**src/rtl/debug_pkg.sv**
```systemverilog
// Shared debug-port definitions: host command codes, frame sender state/phase
// encodings and pipeline-latch snapshot sizes.
package debug_pkg;

  localparam int BYTE_W = 8;

  localparam logic [7:0] CMD_SEND_REGS   = 8'h01;
  localparam logic [7:0] CMD_SEND_IF_ID  = 8'h02;
  localparam logic [7:0] CMD_SEND_ID_EX  = 8'h03;
  localparam logic [7:0] CMD_SEND_EX_MEM = 8'h04;
  localparam logic [7:0] CMD_SEND_MEM_WB = 8'h05;
  localparam logic [7:0] CMD_SEND_PC     = 8'h06;
  localparam logic [7:0] CMD_HALT        = 8'h07;
  localparam logic [7:0] CMD_RESUME      = 8'h08;
  localparam logic [7:0] CMD_RESET_CPU   = 8'h09;
  localparam logic [7:0] CMD_SET_BP      = 8'h0A;
  localparam logic [7:0] CMD_CLR_BP      = 8'h0B;
  localparam logic [7:0] CMD_STEP        = 8'h0C;
  localparam logic [7:0] CMD_READ_MEM    = 8'h0D;

  localparam int IF_ID_SIZE  = 32;
  localparam int ID_EX_SIZE  = 129;
  localparam int EX_MEM_SIZE = 77;
  localparam int MEM_WB_SIZE = 71;

  typedef enum logic [2:0] {S_IDLE, S_SEND, S_WAIT, S_DONE, S_ERR} sender_state_e;
  typedef enum logic [1:0] {PH_HDR, PH_PAY, PH_CSUM} sender_phase_e;

  // Payload length in bytes for a latch of the given bit width.
  function automatic int unsigned byte_count(input int unsigned bits);
    return (bits + BYTE_W - 1) / BYTE_W;
  endfunction

endpackage

```
**src/rtl/debug_frame_sender.sv**
```systemverilog
// Streams one snapshot frame (tag, payload LSB byte first, XOR checksum)
// through uart_tx via the tx_start/tx_done handshake, with a stall watchdog.
module debug_frame_sender
  import debug_pkg::*;
#(
  parameter int MAX_BYTES      = 128,
  parameter int FRAME_W        = MAX_BYTES * BYTE_W,
  parameter int CNT_W          = $clog2(MAX_BYTES + 1),
  parameter int TIMEOUT_CYCLES = 65535,
  parameter int TO_W           = $clog2(TIMEOUT_CYCLES + 1)
) (
  input  logic               i_clk,
  input  logic               i_reset,
  input  logic               i_start,
  input  logic [7:0]         i_tag,
  input  logic [CNT_W-1:0]   i_nbytes,
  input  logic [FRAME_W-1:0] i_frame,
  output logic               o_busy,
  output logic               o_done,
  output logic               o_err,
  output logic               o_tx_start,
  output logic [7:0]         o_tx_data,
  input  logic               i_tx_done
);

  localparam int IDX_W = (MAX_BYTES > 1) ? $clog2(MAX_BYTES) : 1;

  sender_state_e state_q, state_d;
  sender_phase_e phase_q;

  logic [MAX_BYTES-1:0][BYTE_W-1:0] frame_q;
  logic [BYTE_W-1:0] tag_q, csum_q, cur_byte;
  logic [CNT_W-1:0]  len_q, idx_q, idx_nxt, len_d;
  logic [TO_W-1:0]   wd_q;
  logic              wd_expired, advance;

  assign cur_byte   = frame_q[idx_q[IDX_W-1:0]];
  assign idx_nxt    = idx_q + CNT_W'(1);
  assign len_d      = (i_nbytes > CNT_W'(MAX_BYTES)) ? CNT_W'(MAX_BYTES) : i_nbytes;
  assign advance    = (state_q == S_WAIT) && i_tx_done;
  assign wd_expired = (wd_q == TO_W'(TIMEOUT_CYCLES - 1));

  always_ff @(posedge i_clk or posedge i_reset) begin
    if (i_reset) state_q <= S_IDLE;
    else         state_q <= state_d;
  end

  always_comb begin
    state_d = state_q;
    unique case (state_q)
      S_IDLE: if (i_start) state_d = S_SEND;
      S_SEND: state_d = S_WAIT;
      // tx_done is checked first so a byte finishing on the terminal count still counts
      S_WAIT: begin
        if (i_tx_done)       state_d = (phase_q == PH_CSUM) ? S_DONE : S_SEND;
        else if (wd_expired) state_d = S_ERR;
      end
      S_DONE:  state_d = S_IDLE;
      S_ERR:   state_d = S_IDLE;
      default: state_d = S_IDLE;
    endcase
  end

  always_ff @(posedge i_clk or posedge i_reset) begin
    if (i_reset) begin
      frame_q <= '0;
      tag_q   <= '0;
      csum_q  <= '0;
      len_q   <= '0;
      idx_q   <= '0;
      wd_q    <= '0;
      phase_q <= PH_HDR;
    end else if (state_q == S_IDLE) begin
      if (i_start) begin
        frame_q <= i_frame;
        tag_q   <= i_tag;
        csum_q  <= i_tag;
        len_q   <= len_d;
        idx_q   <= '0;
        phase_q <= PH_HDR;
      end
    end else if (state_q == S_SEND) begin
      wd_q <= '0;
    end else if (advance) begin
      unique case (phase_q)
        PH_HDR: phase_q <= (len_q == '0) ? PH_CSUM : PH_PAY;
        PH_PAY: begin
          csum_q <= csum_q ^ cur_byte;
          idx_q  <= idx_nxt;
          if (idx_nxt == len_q) phase_q <= PH_CSUM;
        end
        default: ;
      endcase
    end else if (state_q == S_WAIT) begin
      wd_q <= wd_q + TO_W'(1);
    end
  end

  always_comb begin
    o_busy     = (state_q == S_SEND) || (state_q == S_WAIT);
    o_done     = (state_q == S_DONE);
    o_err      = (state_q == S_ERR);
    o_tx_start = (state_q == S_SEND);
    // Driven from registers only, so the byte stays put for the whole handshake
    unique case (phase_q)
      PH_HDR:  o_tx_data = tag_q;
      PH_PAY:  o_tx_data = cur_byte;
      PH_CSUM: o_tx_data = csum_q;
      default: o_tx_data = '0;
    endcase
  end

endmodule

```
**config.mk**
```make
export PLATFORM = sky130hd
export DESIGN_NAME = debug_frame_sender
export DESIGN_NICKNAME = d
export VERILOG_FILES = /design/src/rtl/debug_pkg.sv /design/src/rtl/debug_frame_sender.sv
export SDC_FILE = /design/constraint.sdc
export NUM_CORES = 2
export LEC_CHECK = 0
export CAP_MARGIN = 10
export CORE_AREA = 2 2 409 411
export CTS_BUF_LIST = sky130_fd_sc_hd__clkbuf_4 sky130_fd_sc_hd__clkbuf_8
export CTS_CLUSTER_DIAMETER = 50
export DETAILED_ROUTE_END_ITERATION = 6
export DIE_AREA = 0 0 411 413
export GPL_ROUTABILITY_DRIVEN = 0
export PLACE_DENSITY = 0.61
export SYNTH_ARGS = -nofsm -noshare
export SYNTH_HDL_FRONTEND = slang
export SYNTH_SLANG_ARGS = --single-unit
```
**constraint.sdc**
```tcl
create_clock -name i_clk -period 34.1 [get_ports i_clk]
set_input_delay 6.82 -clock i_clk [delete_from_list [all_inputs] [get_ports i_clk]]
set_output_delay 6.82 -clock i_clk [all_outputs]
set_load 0.01 [all_outputs]
```
==> results.json <==
{
  "run_status": "completed",
  "finalNetCount": 7429,
  "synth.mux.area_fraction_pct": 11.67,
  "timing.fmax_mhz": 76.23,
  "maxSlewViolCount": 0,
  "cap_violations": 0,
  "cts-buffers-inserted": 195,
  "async_flop_share_pct": 100.0,
  "area_of_the_die_um2": 169700,
  "worst_reg2reg_setup_slack_ps": 28330,
  "detail_route.drc_violations": 0,
  "max-slew-margin-rel_pct": 12.39,
  "post-synth-top-area-cell": "dfrtp_1",
  "io_pins": 1056,
  "cts_resized": 0,
  "finalWorstPathRequiredPeriod_ps": 13120,
  "setup_total_negative_slack_ps": 0,
  "power.share.sequential_pct": 39.9,
  "power_switching_share_pct": 38.55,
  "buffer_count_from_post_cts_setup_fixing": 0,
  "timing.hold.worst.class": "reg -> reg",
  "core_um2": 165900,
  "crit_path_from": "idx_q[0]$_DFFE_PP0P_",
  "placedCellCount": 8389,
  "layoutNonFillerInstCount": 8782,
  "netSwitchingPower_mw": 2.219,
  "globalRoute.totalOverflow": 0,
  "timing.critical_path.slowest_stage_cell": "dfrtp_4",
  "average_cell_area_after_synthesis_um2": 9.123,
  "core.rowCount": 150,
  "port-buffer-count": 1055,
  "crit_path_start_kind": "flip-flop",
  "dominantRegCellSynth": "dfrtp_1",
  "worstMarginPinSlew_ps": 1314,
  "routed_via_density": 4.922,
  "drt_iter0_markers": 4256,
  "grtUsageTotal_pct": 24.51,
  "rsz0062_at_grt": "no",
  "path_clk_slew_ps": 60,
  "via_count_of_the_first_global_routing_pass": 43766,
  "timing.critical_path.arrival_ps": 6300,
  "reg2regPathDepth": 9,
  "main_combinational_cell_family_by_area_after_synthesis": "simple AND/OR/NAND/NOR gates",
  "crit_path_end": "o_tx_data[1]",
  "dp.final_hpwl_mm": 159.5,
  "clock_tree_root": "clkbuf_8",
  "postRouteWirelength_mm": 212.8,
  "path_class": "reg -> out",
  "layout-drive-gt1-share_pct": 10.09,
  "final_antenna_net_count": 0,
  "report.final.hold_viol_count": 0,
  "cellLeakagePower_nw": 31.86,
  "ys_ff_latch": 1077,
  "synth_top_area_share_pct": 54.60,
  "synth_warnings": 0,
  "die_y_um": 413,
  "worstReg2RegStart": "state_q[2]$_DFFE_PP0P_",
  "routed_wire_length_per_instance_um": 24.23,
  "cts_buffer_depth": 3,
  "synth_enable_flop_cells": 0,
  "timing.final.ws_setup_ps": 20980,
  "place_worst_setup_slack_ps": 21600,
  "finalPower_mw": 5.756,
  "fin_crit_sh_pct": 38.47,
  "synth_simple_gate_area_share_pct": 26.43,
  "pwr_density_cell_nw_per_um2": 86.51,
  "worst_ir_drop_vdd_mv": 0.05633,
  "post_synth_xor_area_fraction_pct": 0.3017,
  "synth_compound_area_share_pct": 3.853,
  "cp_common_cell": "buf_4",
  "mappedNetlistNets": 6457,
  "cts_hold_buffers": 0,
  "fin_worst_skew_ps": 61.03,
  "initial_utilization_pct": 29.75,
  "synth-adder-area-share_pct": 0.07605,
  "htree_levels": 4,
  "cp_max_fo": 110,
  "post_synth_num_cell_types": 62,
  "power.share.combinational_pct": 35.9,
  "horizontal_extent_of_the_die_um": 411,
  "synth_area_um2": 49360,
  "yosysSeqAreaShare_pct": 54.60,
  "critical_path_data_required_time_ps": 27280,
  "yosys-top-cells-area": "dfrtp_1, nand2_1, mux4_2, mux2i_1, clkbuf_1",
  "sequence_of_cells_on_the_critical_path": "buf_4, buf_4, buf_12, mux4_2, o211ai_1, nand4_1, nor2_1, a21bo_2, o22ai_1, clkdlybuf4s50_1",
  "setup_viol": 0,
  "postSynthCellCount": 5410,
  "grt_antenna_before_repair": 84,
  "syn2layout_area_growth_pct": 34.80,
  "cts_tree": "yes",
  "grt_pass1_wl_mm": 301.3,
  "maximum_number_of_pins_on_one_net_before_global_route_repair": 242,
  "via_count": 43224,
  "worstReg2RegEnd": "frame_q[252]$_DFFE_PP0P_",
  "insertion_delay_ps": 930,
  "p_clk_share_pct": 24.2,
  "numClockSinks": 1077,
  "hp-start": "frame_q[167]$_DFFE_PP0P_",
  "intPower_mw": 3.537,
  "cpPeakStageDelay_ps": 990,
  "worst_setup_path_end_kind": "output port",
  "first_pass_detailed_route_iteration_total": 6
}
==> power by group through the flow <==
| stage | clock (mW) | sequential [mW] | combinational [mW] |
|---|---|---|---|
| detailed placement | 0 | 2.31 | 2.07 |
| finish | 1.39 | 2.30 | 2.07 |
| floorplan | 0 | 2.12 | 1.43 |
| global route | 1.48 | 2.36 | 2.28 |
| global placement | 0 | 2.30 | 2.04 |
| CTS | 1.42 | 2.29 | 2.08 |
==> cell families (layout without fill, tap and decap cells) <==
family | count (synthesis) | after routing
xor gates and xnor gates | 17 | 17
adders and majority gates | 3 | 3
AOI/OAI and AO/OA | 267 | 267
and+or+nand+nor | 3360 | 3360
DFF | 1077 | 1077
other | 0 | 44
buffers and inverters | 353 | 1477
muxes | 333 | 333
==> stage by stage <==
step                      hold slack, ps  instance area (um^2)  util [%]
after floorplan                    437.9                 49360         -
after CTS                          468.7                 66420     40.04
after global placement             451.7                 61890     37.31
after global routing               485.0                 66510     40.09
final                              467.1                 66530     40.10
after detailed placement           454.8                 61920     37.32
==> area by class of cell <==
cell class / count / area (um^2)
Fill cell: 16516 / 99380
Clock inverter: 44 / 646.9
Timing Repair Buffer: 1122 / 11160
Clock buffer: 305 / 3854
Antenna cell: 44 / 110.1
Multi-Input combinational cell: 3980 / 21010
Sequential cell: 1077 / 26960
Inverter: 6 / 26.28
Tap cell: 2204 / 2758
==> per-layer routing <==
layer  global-route usage [%]  part of all wire (%)  wire length, um  up-vias
li1                         -                     -                -    19478
met1                    31.63                    41            87630    21348
met2                    39.39                    47            99680     1945
met3                    5.858                   7.9            16770      421
met4                    10.21                   4.0             8563       32
met5                        0                 0.088              188        -
==> worst min-delay path by stage <==
stage	slack, ps	end	cells after the start
detailed placement	450	frame_q[53]$_DFFE_PP0P_	2
global route	490	tag_q[1]$_DFFE_PP0P_	2
CTS	470	frame_q[53]$_DFFE_PP0P_	2
global placement	450	frame_q[828]$_DFFE_PP0P_	2
finish	470	frame_q[167]$_DFFE_PP0P_	2
floorplan	440	frame_q[304]$_DFFE_PP0P_	2
==> cell usage in the layout (no fill, tap or decap), types with 11 or more instances in the layout <==
cell type        count
nand2_1           3166
o31ai_1             13
mux4_2             193
clkbuf_4            55
a22oi_1            101
clkdlybuf4s50_1   1055
buf_4               59
clkinv_2            16
diode_2             44
mux2i_1            131
nand3_1             24
o22ai_1             15
a21oi_1             34
nor2b_1             26
o211ai_1            14
dfrtp_1           1074
nand4_1             34
nor2_1              51
clkbuf_8           250
o21ai_0             20
xor2_1              11
a211oi_1            37
==> flip-flops by register name, indices dropped and copies added, names as in the netlist <==
| name | count |
|---|---|
| len_q | 8 |
| frame_q | 1024 |
| phase_q | 2 |
| idx_q | 8 |
| tag_q | 8 |
| wd_q | 16 |
| state_q | 3 |
| csum_q | 8 |
==> worst max-delay path, delay by kind of cell (launching register included) <==
kind,cells,cell delay (ps)
compound gates,3,680
mux,1,600
simple gates,2,600
flops,1,990
buf+inv,4,2420
==> synthesized netlist by cell type (3+ instances only) <==
cell       instances
buf_6             10
nand2_1         3167
xnor2_1            6
o31ai_1           13
buf_4             19
a211oi_1          40
buf_2             25
o2bb2ai_1          9
clkbuf_1         284
a22oi_1          101
a21bo_2            7
and2_1             4
nor2b_1           28
dfrtp_1         1077
o211ai_1          14
nand3b_1           7
o21ai_0           20
or3_1              9
mux2_2             9
nand3_1           24
mux2i_1          131
a22o_1             4
a21oi_1           34
ha_1               3
nor2_1            53
nor4bb_1           3
nand4_1           34
buf_1              8
xor2_1            11
mux4_2           193
o22ai_1           15
or2_2              3
inv_1              5
No activity file was read; power rests on OpenSTA's default activity.
